### src/rtl/button_stim_pkg.sv
// button_stim_pkg: shared FSM state and event-table entry types for the button stimulus sequencer.
// Entry fields are sized for the widest supported configuration; instances use the low bits.
package button_stim_pkg;
    localparam int MAX_STEP_W  = 64;
    localparam int MAX_BUTTONS = 64;

    typedef enum logic [1:0] {
        IDLE = 2'd0,
        RUN  = 2'd1,
        DONE = 2'd2
    } state_t;

    typedef struct packed {
        logic [MAX_STEP_W-1:0]  step;
        logic [MAX_BUTTONS-1:0] press;
        logic [MAX_BUTTONS-1:0] release_mask;
        logic                   last;
    } evt_t;

    localparam evt_t EVT_RESET = '{step: '1, press: '0, release_mask: '0, last: 1'b1};
endpackage

### src/rtl/key_matrix_encode.sv
// key_matrix_encode: drives the CPU K lines from pressed buttons whose mapped strobe is active.
module key_matrix_encode #(
    parameter int NUM_BUTTONS = 8,
    parameter int STROBE_W    = 8,
    parameter int K_W         = 4
) (
    input  logic [NUM_BUTTONS-1:0]     pressed,
    input  logic [STROBE_W-1:0]        shifter_s,
    input  logic [$clog2(STROBE_W)-1:0] map_strobe [NUM_BUTTONS],
    input  logic [$clog2(K_W)-1:0]      map_kbit   [NUM_BUTTONS],
    output logic [K_W-1:0]             input_k
);
    localparam int KB = $clog2(K_W);

    always_comb begin
        input_k = '0;
        for (int b = 0; b < NUM_BUTTONS; b++)
            for (int k = 0; k < K_W; k++)
                input_k[k] = input_k[k] | (pressed[b] & shifter_s[map_strobe[b]] & (map_kbit[b] == KB'(k)));
    end
endmodule

### src/rtl/button_stim_seq.sv
// button_stim_seq: replays a table of step-stamped button press/release events into a
// strobe/K key matrix, pacing playback by retired CPU instructions.
module button_stim_seq
    import button_stim_pkg::*;
#(
    parameter int NUM_BUTTONS = 8,
    parameter int NUM_EVENTS  = 16,
    parameter int STROBE_W    = 8,
    parameter int K_W         = 4,
    parameter int STEP_W      = 32
) (
    input  logic                            clk,
    input  logic                            reset,
    input  logic                            step_pulse,
    input  logic                            start,
    input  logic                            abort,
    input  logic                            evt_we,
    input  logic [$clog2(NUM_EVENTS)-1:0]   evt_addr,
    input  logic [STEP_W-1:0]               evt_step,
    input  logic [NUM_BUTTONS-1:0]          evt_press,
    input  logic [NUM_BUTTONS-1:0]          evt_release,
    input  logic                            evt_last,
    input  logic                            map_we,
    input  logic [$clog2(NUM_BUTTONS)-1:0]  map_addr,
    input  logic [$clog2(STROBE_W)-1:0]     map_strobe,
    input  logic [$clog2(K_W)-1:0]          map_kbit,
    input  logic [STROBE_W-1:0]             shifter_s,
    output logic [K_W-1:0]                  input_k,
    output logic [NUM_BUTTONS-1:0]          pressed,
    output logic [STEP_W-1:0]               step_count,
    output logic [1:0]                      state,
    output logic                            done
);
    localparam int EW = $clog2(NUM_EVENTS);
    localparam int SW = $clog2(STROBE_W);
    localparam int KW = $clog2(K_W);

    state_t                 state_q, state_d;
    logic [EW-1:0]          ptr;
    logic [STEP_W-1:0]      step_cnt;
    logic [NUM_BUTTONS-1:0] pressed_q;
    evt_t                   tab [NUM_EVENTS];
    logic [SW-1:0]          m_strobe [NUM_BUTTONS];
    logic [KW-1:0]          m_kbit   [NUM_BUTTONS];
    evt_t                   cur;
    logic                   hit, is_last, unused_evt;

    assign cur        = tab[ptr];
    assign unused_evt = ^cur;
    // abort outranks event application in the same cycle
    assign hit     = state_q == RUN && !abort && step_cnt >= cur.step[STEP_W-1:0];
    assign is_last = cur.last || ptr == EW'(NUM_EVENTS - 1);

    always_comb begin
        state_d = (abort && state_q != IDLE) ? IDLE :
                  (state_q == IDLE && start) ? RUN  :
                  (hit && is_last)           ? DONE : state_q;
    end

    always_ff @(posedge clk or posedge reset) begin
        if (reset) begin
            state_q   <= IDLE;
            ptr       <= '0;
            step_cnt  <= '0;
            pressed_q <= '0;
            for (int i = 0; i < NUM_EVENTS; i++) tab[i] <= EVT_RESET;
            for (int b = 0; b < NUM_BUTTONS; b++) begin
                m_strobe[b] <= '0;
                m_kbit[b]   <= '0;
            end
        end else begin
            state_q <= state_d;
            if (state_q == IDLE) begin
                if (evt_we)
                    tab[evt_addr] <= '{step: MAX_STEP_W'(evt_step), press: MAX_BUTTONS'(evt_press),
                                       release_mask: MAX_BUTTONS'(evt_release), last: evt_last};
                if (map_we) begin
                    m_strobe[map_addr] <= map_strobe;
                    m_kbit[map_addr]   <= map_kbit;
                end
                if (start) begin
                    step_cnt  <= '0;
                    ptr       <= '0;
                    pressed_q <= '0;
                end
            end else if (abort) begin
                ptr       <= '0;
                pressed_q <= '0;
            end else begin
                if (step_pulse && step_cnt != '1) step_cnt <= step_cnt + 1'b1;
                if (hit) begin
                    pressed_q <= (pressed_q & ~cur.release_mask[NUM_BUTTONS-1:0]) | cur.press[NUM_BUTTONS-1:0];
                    ptr       <= ptr + 1'b1;
                end
            end
        end
    end

    assign pressed    = pressed_q;
    assign step_count = step_cnt;
    assign state      = state_q;
    assign done       = state_q == DONE;

    key_matrix_encode #(
        .NUM_BUTTONS(NUM_BUTTONS),
        .STROBE_W   (STROBE_W),
        .K_W        (K_W)
    ) u_enc (
        .pressed   (pressed_q),
        .shifter_s (shifter_s),
        .map_strobe(m_strobe),
        .map_kbit  (m_kbit),
        .input_k   (input_k)
    );
endmodule

### config.mk
export PLATFORM = sky130hd
export DESIGN_NAME = button_stim_seq
export DESIGN_NICKNAME = d
export VERILOG_FILES = /design/src/rtl/button_stim_pkg.sv /design/src/rtl/key_matrix_encode.sv /design/src/rtl/button_stim_seq.sv
export SDC_FILE = /design/constraint.sdc
export NUM_CORES = 2
export LEC_CHECK = 0
export BUFFER_PORTS_ARGS = -buffer_cell sky130_fd_sc_hd__buf_4
export CORE_MARGIN = 3
export CORE_UTILIZATION = 30
export DETAILED_ROUTE_END_ITERATION = 10
export SETUP_SLACK_MARGIN = 0.4
export SYNTH_ARGS = -nofsm -noshare
export SYNTH_HDL_FRONTEND = slang
export SYNTH_SLANG_ARGS = --single-unit
### constraint.sdc
create_clock -name clk -period 28.5 [get_ports clk]
set_input_delay 5.7 -clock clk [delete_from_list [all_inputs] [get_ports clk]]
set_output_delay 5.7 -clock clk [all_outputs]
set_load 0.01 [all_outputs]
==> summary.md <==
| Metric | Value |
|---|---|
| Status | finished, final reports clean |
| Chip Height | 376 µm |
| Detail Route met2 WL | 50,000 µm |
| Reg-to-reg slack, setup | 22.21 ns |
| Finished Core Util | 34.7% |
| Final Cycle Share | 46.8% |
| First-pass GRT wire length | 164,000 µm |
| CP Max Fanout | 8 |
| Min-delay src | tab[1420]$_DFFE_PP0P_ |
| Synth Area in Compound Gates | 3.69% |
| Setup crit end | input_k[2] |
| Mapped Area | 41,200 µm² |
| Dpl cells | 4,567 |
| R2R Path Start | ptr[0]$_DFFE_PP0P_ |
| Comb pwr share | 16.0% |
| Fin Clk Skew | 0.0274 ns |
| Final setup TNS | 0 ns |
| Worst slew margin | 11.0% |
| Global Route Usage Sum | 15.1% |
| Seq cells post-synth | 870 |
| Most frequent cells in the layout | 830 x mux2_2, 528 x dfstp_2, 339 x dfrtp_1 |
| Xor/xnor share of the synthesized area | 0.617% |
| Power per cell area | 77.7 nW/µm² |
| Hold Buf Count CTS | 0 |
| CTS Buf Count | 89 |
| Placement row count | 135 |
| Post-Synth Adder-Cell Area | 1.03% |
| Number of flops mapped to enable cells by yosys | 0 |
| CTS tree | done |
| Mux cell area share after synthesis | 34.0% |
| Sequential share of power | 50.7% |
| Seq/Total Area, Yosys | 54.5% |
| WL met3 | 5160 µm |
| Synth Flop Type | dfstp_2 |
| Internal power | 2770 µW |
| Max Slew Vio Count | 0 |
| Initial antenna violation count | 15 |
| Combinational family with the most area after synthesis | multiplexers |
| Wirelength per Cell | 22.9 µm |
| Crit path from | shifter_s[3] |
| Clock insertion delay at the later pin of the skew report | 0.67 ns |
| Post-CTS Setup Inserts | 0 |
| Metal-1 WL | 51,400 µm |
| Largest net degree at the start of global routing | 182 |
| Clock Power Share | 33.3% |
| Via/cell ratio | 5.14 |
| Post-route ant nets | 0 |
| Area share of and/or/nand/nor cells after synthesis | 3.73% |
| Synth cell types | 61 |
| YS warnings | 0 |
| Die W | 376 µm |
| CTS H-Tree Depth | 3 |
| Routed wire length | 108,000 µm |
| Clk slew on worst S/H paths | 0.06 ns |
| Achievable frequency | 75.0 MHz |
| Critical Path Start Type | input pin |
| Synth Area per Inst | 14.5 µm² |
| Hold Path Class | flip-flop to flip-flop |
| Data arrival, critical path | 7.64 ns |
| Vias in the first global route | 25,100 |
| # resized after CTS | 0 |
| CTS sink cnt | 870 |
| Final instance area | 47,100 µm² |
| Starting Density | 30.3% |
| Post-DP HPWL | 61,100 µm |
| Syn Inst Count | 2,831 |
| Clock buffer depth | 3 |
| # port buffers | 122 |
| DRT Pass-1 Iters | 5 |
| Post-Layout Cell Count | 4,736 |
| Critical path capture point type | primary output |
| Layout cells sized above 1 | 62.7% |
| Grt ovf | 0 |
| Worst ir drop on vdd | 0.0426 mV |
| Iter 0 DRT Violations | 1,593 |
| Sw frac | 24.2% |
| Sw power | 885 µW |
| Worst Tran Pin Value | 1.33 ns |
| Nets@finish | 2,987 |
| DP Area | 44,000 µm² |
| Final hold violation count | 0 |
| Drt drc | 0 |
| Via count | 24,300 |
| # IOs | 123 |
| Post-synth ARST share | 100% |
| Kind of critical path | input pin to primary output |
| Core area | 136,000 µm² |
| Area grow syn2layout | 14.3% |
| Worst R2R Path Depth | 16 |
| Final setup fails | 0 |
| Die area | 142,000 µm² |
| Reg-to-Reg End | state[0]$_DFFE_PP0P_ |
| Commonest non-fill, non-tap cell in the layout | mux2_2 |
| Synthesized Nets | 2,941 |
| RSZ-0062 raised after global routing | false |
| Gpl congestion | 0.791 |
| Minimum clock period | 13.34 ns |
| Leakage | 0.0187 µW |
| Clock Tree Root | clkbuf_16 |
| Max cap viols | 0 |
| DR top layer | met5 |
| Crit path required time | 22.80 ns |
==> cells in the mapped netlist (all sizes together), types with 3 or more instances <==
cell type | n | area [µm²]
nand2b | 3 | 18.8
o32ai | 3 | 26.3
o21ai | 24 | 120
xnor2 | 10 | 87.6
a211oi | 5 | 42.5
xor2 | 19 | 166
nand3 | 34 | 170
mux2 | 833 | 9380
a221oi | 99 | 873
dfrtp | 342 | 8560
and3 | 13 | 81.3
buf | 98 | 462
a21oi | 20 | 104
and4 | 7 | 61.3
mux2i | 145 | 1450
nand2 | 76 | 285
ha | 34 | 425
or4 | 3 | 22.5
dfstp | 528 | 13900
inv | 26 | 97.6
clkbuf | 120 | 450
or3 | 6 | 37.5
a311o | 3 | 30.0
nor2 | 158 | 593
a31oi | 3 | 25.0
nor4 | 3 | 18.8
nor2b | 4 | 25.0
nand4 | 11 | 68.8
mux4 | 140 | 3150
and2 | 5 | 31.3
o22ai | 11 | 68.8
a22oi | 3 | 22.5
a311oi | 6 | 52.6
nor3 | 14 | 70.1
==> sequential cells by signal, indices dropped and copies added (netlist names) <==
name	cells
tab	784
step_count	32
m_strobe	24
m_kbit	16
pressed	8
ptr	4
state	2
==> worst min path at each step <==
stage                                        to  cells past startpoint  slack (ns)
after detailed placement  tab[1420]$_DFFE_PP0P_                      1        0.47
final                     tab[1420]$_DFFE_PP0P_                      1        0.48
after global placement    tab[1420]$_DFFE_PP0P_                      1        0.47
after global routing       tab[200]$_DFFE_PP0P_                      1        0.51
after floorplan           tab[1420]$_DFFE_PP0P_                      1        0.45
after CTS                 tab[1420]$_DFFE_PP0P_                      1        0.49
==> power by group through the flow <==
stage	sequential [µW]	clock, µW	combinational, µW
3_3_place_gp	1860	0	571
3_5_place_dp	1870	0	589
6_report	1850	1220	585
4_1_cts	1850	1260	591
2_1_floorplan	1820	0	475
5_1_grt	1890	1310	641
==> stage by stage <==
stage          setup slack (ns)  power, µW  hold WS [ns]
2_1_floorplan             11.27       2300         0.453
3_3_place_gp              15.21       2430         0.468
3_5_place_dp              15.19       2460         0.475
4_1_cts                   15.19       3700         0.489
5_1_grt                   15.05       3840         0.505
6_report                  15.16       3660         0.485
==> critical path, cell delays in order <==
cell	delay, ns
buf_4	0.14
mux4_2	0.48
mux2_2	0.30
nand2_1	0.11
nor2_1	0.05
a21oi_1	0.16
o221ai_1	0.13
a2111o_1	0.41
buf_4	0.15
==> cells by family (layout without fill, tap and decap cells) <==
| logic type | after synthesis | in the layout |
|---|---|---|
| compound gates | 192 | 192 |
| xor+xnor | 29 | 29 |
| fa+ha+maj | 34 | 34 |
| buf+inv | 245 | 361 |
| flops | 870 | 870 |
| mux | 1118 | 1118 |
| other cells | 0 | 8 |
| simple gates | 343 | 343 |
==> per-layer routing <==
metal / vias up / global-route usage, %
met1: 13200 / 21.4
met4: 8 / 3.39
li1: 10600 / -
met2: 418 / 23.9
met5: - / 0
met3: 121 / 2.95
==> layout make-up <==
cell class	count	area (µm²)
clock inverters	33	424
repair buffers	173	1350
flip-flops and latches	870	22400
well taps	1781	2230
fillers	13100	88700
inverters	27	106
diodes	8	20.0
multi-input cells	1716	17900
clock buffers	128	2640
(Power assumes the default switching activity.)
